### config.mk
export PLATFORM = sky130hd
export DESIGN_NAME = gpio_uart_bridge
export DESIGN_NICKNAME = d
export VERILOG_FILES = /design/src/rtl/gpio_pkg.sv /design/src/rtl/sync_fifo.sv /design/src/rtl/gpio_uart_bridge.sv
export SDC_FILE = /design/constraint.sdc
export NUM_CORES = 1
export LEC_CHECK = 0
export ABC_AREA = 1
export CAP_MARGIN = 10
export CORE_UTILIZATION = 40
export CTS_CLUSTER_DIAMETER = 40
export CTS_CLUSTER_SIZE = 24
export DETAILED_ROUTE_END_ITERATION = 10
export SLEW_MARGIN = 20
export SYNTH_ARGS = -nofsm -noshare
export SYNTH_HDL_FRONTEND = slang
export SYNTH_SLANG_ARGS = --single-unit
### constraint.sdc
create_clock -name clk -period 6.19 [get_ports clk]
set_input_delay 1.238 -clock clk [delete_from_list [all_inputs] [get_ports clk]]
set_output_delay 1.238 -clock clk [all_outputs]
set_load 0.02 [all_outputs]
### src/rtl/gpio_pkg.sv
// Shared definitions for the GPIO-to-UART bridge: TX FSM states,
// register offsets and control-register bit positions.
package gpio_pkg;

   typedef enum logic [1:0] {
      IDLE  = 2'd0,
      START = 2'd1,
      DATA  = 2'd2,
      STOP  = 2'd3
   } tx_state_t;

   // Register offsets relative to BASE_ADDR
   localparam logic [31:0] DATA_OFS = 32'd0;
   localparam logic [31:0] CTRL_OFS = 32'd1;

   // Control register bit positions
   localparam int CTRL_TX_EN_BIT  = 0;
   localparam int CTRL_FLUSH_BIT  = 1;
   localparam int CTRL_CLR_OVF_BIT = 2;

endpackage

### src/rtl/sync_fifo.sv
// Synchronous byte FIFO with flush. A push while full is accepted only
// when a pop happens at the same edge; flush beats both push and pop.
module sync_fifo #(
   parameter int DEPTH = 8,
   parameter int WIDTH = 8
) (
   input  logic                     clk,
   input  logic                     rst,
   input  logic                     push,
   input  logic                     pop,
   input  logic                     flush,
   input  logic [WIDTH-1:0]         wr_data,
   output logic [WIDTH-1:0]         rd_data,
   output logic                     full,
   output logic                     empty,
   output logic [$clog2(DEPTH):0]   count
);

   localparam int AW = $clog2(DEPTH);

   logic [WIDTH-1:0] mem [DEPTH];
   logic [AW-1:0]    wr_ptr;
   logic [AW-1:0]    rd_ptr;
   logic             do_push;
   logic             do_pop;

   assign full    = (count == (AW+1)'(DEPTH));
   assign empty   = (count == '0);
   assign do_pop  = pop && !empty;
   assign do_push = push && (!full || do_pop);
   assign rd_data = mem[rd_ptr];

   // Storage write
   // NOTE: the storage array has no reset; count and pointers alone decide
   // which entries are valid, so clearing the array would only cost logic.
   always_ff @(posedge clk) begin
      if (do_push) mem[wr_ptr] <= wr_data;
   end

   // Pointers and occupancy; pointers wrap naturally at the power-of-two depth
   // NOTE: state registers use non-blocking assignments so every register
   // samples pre-edge values regardless of statement order.
   always_ff @(posedge clk) begin
      if (rst || flush) begin
         wr_ptr <= '0;
         rd_ptr <= '0;
         count  <= '0;
      end else begin
         if (do_push) wr_ptr <= wr_ptr + 1'b1;
         if (do_pop)  rd_ptr <= rd_ptr + 1'b1;
         case ({do_push, do_pop})
            2'b10:   count <= count + 1'b1;
            2'b01:   count <= count - 1'b1;
            default: ;
         endcase
      end
   end

endmodule

### src/rtl/gpio_uart_bridge.sv
// GPIO-mapped UART transmitter: data-register writes queue bytes in a FIFO,
// a control register gates transmission, flushes the queue and clears the
// sticky overflow flag. Frames are 8N1, LSB first, with a registered tx.
module gpio_uart_bridge
   import gpio_pkg::*;
#(
   parameter logic [31:0] BASE_ADDR    = 32'h0000_0400,
   parameter int          FIFO_DEPTH   = 8,
   parameter int          CLKS_PER_BIT = 4
) (
   input  logic                          clk,
   input  logic                          rst,
   input  logic [31:0]                   GPIOaddr,
   input  logic [7:0]                    GPIO,
   input  logic                          GPIOEn,
   output logic                          tx,
   output logic                          busy,
   output logic [$clog2(FIFO_DEPTH):0]   fifo_count,
   output logic                          overflow
);

   localparam int             BW        = $clog2(CLKS_PER_BIT);
   localparam logic [BW-1:0]  BAUD_LAST = BW'(CLKS_PER_BIT - 1);

   tx_state_t     state, state_next;
   logic [BW-1:0] baud_cnt, baud_next;
   logic [2:0]    bit_cnt, bit_next;
   logic [7:0]    shift_reg, shift_next;
   logic          tx_next;
   logic          baud_end;
   logic          pop;

   logic          tx_enable;
   logic          data_wr, ctrl_wr;
   logic          flush, ovf_set, ovf_clr;
   logic          fifo_full, fifo_empty;
   logic [7:0]    fifo_data;

   assign data_wr  = GPIOEn && (GPIOaddr == BASE_ADDR + DATA_OFS);
   assign ctrl_wr  = GPIOEn && (GPIOaddr == BASE_ADDR + CTRL_OFS);
   assign flush    = ctrl_wr && GPIO[CTRL_FLUSH_BIT];
   assign ovf_clr  = ctrl_wr && GPIO[CTRL_CLR_OVF_BIT];
   assign ovf_set  = data_wr && fifo_full && !pop;
   assign baud_end = (baud_cnt == BAUD_LAST);
   assign busy     = (state != IDLE);

   sync_fifo #(
      .DEPTH (FIFO_DEPTH),
      .WIDTH (8)
   ) u_fifo (
      .clk     (clk),
      .rst     (rst),
      .push    (data_wr),
      .pop     (pop),
      .flush   (flush),
      .wr_data (GPIO),
      .rd_data (fifo_data),
      .full    (fifo_full),
      .empty   (fifo_empty),
      .count   (fifo_count)
   );

   // Control register and sticky overflow (set wins over clear)
   always_ff @(posedge clk) begin
      if (rst) begin
         tx_enable <= 1'b1;
         overflow  <= 1'b0;
      end else begin
         if (ctrl_wr) tx_enable <= GPIO[CTRL_TX_EN_BIT];
         if (ovf_set)      overflow <= 1'b1;
         else if (ovf_clr) overflow <= 1'b0;
      end
   end

   // TX next-state, counters, shift register and next line level
   // NOTE: every output of this block gets a default first, so no path can
   // leave a value unassigned and infer a latch.
   always_comb begin
      state_next = state;
      baud_next  = baud_cnt;
      bit_next   = bit_cnt;
      shift_next = shift_reg;
      pop        = 1'b0;
      unique case (state)
         IDLE: begin
            if (tx_enable && !fifo_empty) begin
               pop        = 1'b1;
               state_next = START;
               shift_next = fifo_data;
               baud_next  = '0;
               bit_next   = '0;
            end
         end
         START: begin
            if (baud_end) begin
               state_next = DATA;
               baud_next  = '0;
            end else begin
               baud_next = baud_cnt + 1'b1;
            end
         end
         DATA: begin
            if (baud_end) begin
               baud_next  = '0;
               shift_next = shift_reg >> 1;
               if (bit_cnt == 3'd7) begin
                  state_next = STOP;
                  bit_next   = '0;
               end else begin
                  bit_next = bit_cnt + 1'b1;
               end
            end else begin
               baud_next = baud_cnt + 1'b1;
            end
         end
         STOP: begin
            if (baud_end) begin
               baud_next = '0;
               if (tx_enable && !fifo_empty) begin
                  pop        = 1'b1;
                  state_next = START;
                  shift_next = fifo_data;
                  bit_next   = '0;
               end else begin
                  state_next = IDLE;
               end
            end else begin
               baud_next = baud_cnt + 1'b1;
            end
         end
         default: state_next = IDLE;
      endcase

      // Line level for the state being entered, so tx is a pure register
      if (state_next == START)     tx_next = 1'b0;
      else if (state_next == DATA) tx_next = shift_next[0];
      else                         tx_next = 1'b1;
   end

   // TX state register, counters and registered line output
   always_ff @(posedge clk) begin
      if (rst) begin
         state     <= IDLE;
         baud_cnt  <= '0;
         bit_cnt   <= '0;
         shift_reg <= '0;
         tx        <= 1'b1;
      end else begin
         state     <= state_next;
         baud_cnt  <= baud_next;
         bit_cnt   <= bit_next;
         shift_reg <= shift_next;
         tx        <= tx_next;
      end
   end

endmodule

==> out/qor.yml <==
cells_and_area:
  layout_common_cells: "nand2_1, nor2_1, edfxtp_1"
  drive_gt1_frac: 0.07650
  ff_latch_area_mm2: 0.002542
  syn_to_final_growth_pct: 18.35
  fin_nets: 600
  insertedDiodeCount: 0
  largest_reg_flops: 64
  multi_input_area_mm2: 0.001683
  fin_util: 0.4853
  fillers: 1037
  final_common_cell: "nand2_1"
detailed_routing:
  maxUsedRoutingLayer: "met4"
  antenna_left: 0
  wl_per_cell_um: 14.29
  wl_met3_um: 393
  drt-initial-drc-count: 185
  viasPerCell: 4.972
  drt-pass1-iter-count: 5
  wl_met2_mm: 4.605
  wirelength_mm: 9.848
  num_vias: 3426
  drc: 0
  met1Wirelength_mm: 4.731
setup_path:
  worstSetupEndpointType: "primary output"
  timing.rr.start: "state[1]$_SDFF_PP0_"
  critPathRequiredTime_ns: 4.95
  r2r-end: "u_fifo.mem[0][2]$_DFFE_PP_"
  path_max_fanout: 7
  startpoint_type: "flip-flop"
  crit_type: "flip-flop to primary output"
  regToRegSetupSlack_ns: 3.68
  crit_arrival_ns: 1.93
  ff2ff_path_depth: 9
global_route:
  first_global_vias: 3118
  antenna_found_initial: 0
  grt_max_degree: 34
  grt.overflow.total: 0
  grt_pass1_wl_mm: 15.95
  groute.usage.overall: 0.1835
logic_synthesis:
  synth_seq_cells: 95
  synth_edf_count: 64
  synth_nets: 548
  synth_flop_cell: "edfxtp_1"
  yosysWarningCount: 0
  synthCells: 492
  avgSynthCellArea_um2: 9.036
  async_flop_share: 0
  yosys.area.top_type_share: 0.4323
  synth.area.top_cells: "edfxtp_1, dfxtp_1, nand2_1"
  synth_top_area_cell: "edfxtp_1"
  syn-cell-area_mm2: 0.004446
  synth_cell_types: 35
  ys_seq_area_frac: 0.5719
placement:
  place.gp.congestion: 0.7890
  numPortBuffers: 49
  place_ws_ns: 2.371
  hpwlAfterDp_mm: 6.883
clock_network:
  cts.sinks: 95
  ctsHtreeMaxLevel: 3
  cts_hold_buf: 0
  cts_buffer_depth: 2
  cts_tree: "done"
  post-cts-setup-buffer-count: 0
  cts_made_buffers: 9
  clk_pin_slew_worst_paths_ns: 0.09
  cts-root-buf: "clkbuf_8"
  ctsResizeCount: 0
  clkLatencyLatePin_ns: 0.37
sta:
  finClkSkew_ns: 0.01381
  timing.setup.tns_ns: 0
  post-route-period-util: 0.5115
  fin_crit_ns: 3.166
  finalSetupViolCount: 0
  worstMarginPinSlew_ns: 0.9098
  slew_viol_final: 0
  hold_viol_final: 0
  slew_headroom: 0.3928
  fmax_ghz: 0.3158
  finalWorstSetupSlack_ns: 3.024
  rsz0062_at_grt: "false"
job:
  cap_viol_max_count: 0
pwr:
  seq_power_share: 0.363
  combPwrFrac: 0.458
  peakVddDrop_mv: 0.2529
  p_switching_mw: 0.8751
  p_leak_nw: 1.971
  swShare: 0.4211
  p_total_mw: 2.078
  cellInternalPower_mw: 1.203
  powerDensity_mw_per_mm2: 395.0
  p_clk_frac: 0.179
die:
  die_h_um: 107.4
  chipWidth_um: 107.4
  die_area_mm2: 0.01154
  start_util: 0.4101
  rows: 38
  ios: 50
  coreArea_mm2: 0.01084
worst_hold_path:
  holdPathStages: 2
  min_path_type: "flip-flop to flip-flop"
  hold_path_end: "bit_cnt[1]$_SDFFE_PP0P_"
  min_from: "bit_cnt[1]$_SDFFE_PP0P_"
outcome:
  status: "finished clean"
-- cell families (layout without fill, tap and decap cells) --
| family | count (synthesis) | after routing | synth area share |
|---|---|---|---|
| AND/OR/NAND/NOR | 269 | 269 | 0.2623 |
| AO/OA/AOI/OAI | 57 | 57 | 0.06952 |
| flip-flops | 95 | 95 | 0.5719 |
| adder cells (fa/ha/maj) | 13 | 13 | 0.03828 |
| buffers and inverters | 56 | 113 | 0.05404 |
| XOR/XNOR | 2 | 2 | 0.003941 |
-- layout make-up --
class / instances / share of cell area
Sequential cell: 95 / 0.4832
Multi-Input combinational cell: 341 / 0.3199
Timing Repair Buffer: 54 / 0.1004
Tap cell: 140 / 0.03329
Inverter: 43 / 0.03068
Clock buffer: 10 / 0.02426
Clock inverter: 6 / 0.008323
-- cell usage after synthesis (2+ instances only) --
cell / n
nand2_1: 110
nor2_1: 85
edfxtp_1: 64
nand3_1: 42
inv_1: 39
dfxtp_1: 31
o21ai_0: 25
a21oi_1: 21
nor3_1: 14
ha_1: 12
nand2_2: 7
o21ai_1: 6
buf_2: 5
buf_4: 4
inv_2: 4
clkbuf_1: 2
nand2_4: 2
nor2_4: 2
-- through the flow --
stage          hold slack (ns)  cell area, µm²  cells
5_1_grt                 0.5061            5261    689
6_report                0.4727            5261    689
3_3_place_gp            0.4509            5070    673
2_1_floorplan           0.4439            4446    492
4_1_cts                 0.4755            5256    689
3_5_place_dp            0.4636            5085    673
-- power by group through the flow --
stage / logic [mW] / registers [mW] / clock network (mW)
5_1_grt: 1.09 / 0.761 / 0.408
2_1_floorplan: 0.740 / 0.773 / 0
3_5_place_dp: 0.949 / 0.770 / 0
3_3_place_gp: 0.932 / 0.769 / 0
4_1_cts: 0.956 / 0.756 / 0.383
6_report: 0.951 / 0.755 / 0.372
-- worst max path at each step --
stage | from | endpoint | slack (ns) | depth (start not counted)
global route | GPIOaddr[17] | u_fifo.count[3]$_SDFFE_PP0P_ | 2.74 | 18
floorplan | GPIOaddr[31] | u_fifo.mem[0][0]$_DFFE_PP_ | 3.23 | 9
finish | state[1]$_SDFF_PP0_ | busy | 3.02 | 4
CTS | GPIOaddr[31] | u_fifo.mem[2][1]$_DFFE_PP_ | 2.75 | 10
global placement | GPIOaddr[23] | u_fifo.mem[0][5]$_DFFE_PP_ | 2.31 | 10
detailed placement | GPIOaddr[21] | u_fifo.mem[2][4]$_DFFE_PP_ | 2.37 | 10
-- critical path, stage by stage (launching register included) --
cell,delay [ns]
dfxtp_1,0.44
inv_1,0.13
ha_1,0.20
inv_1,0.15
clkdlybuf4s50_1,0.63
-- routing by layer --
metal,global-route usage,vias to the layer above
met5,0,-
met4,0.06164,0
met3,0.02906,11
met1,0.2561,1615
met2,0.2908,65
li1,-,1735
Power figures use the tool's default switching activity.
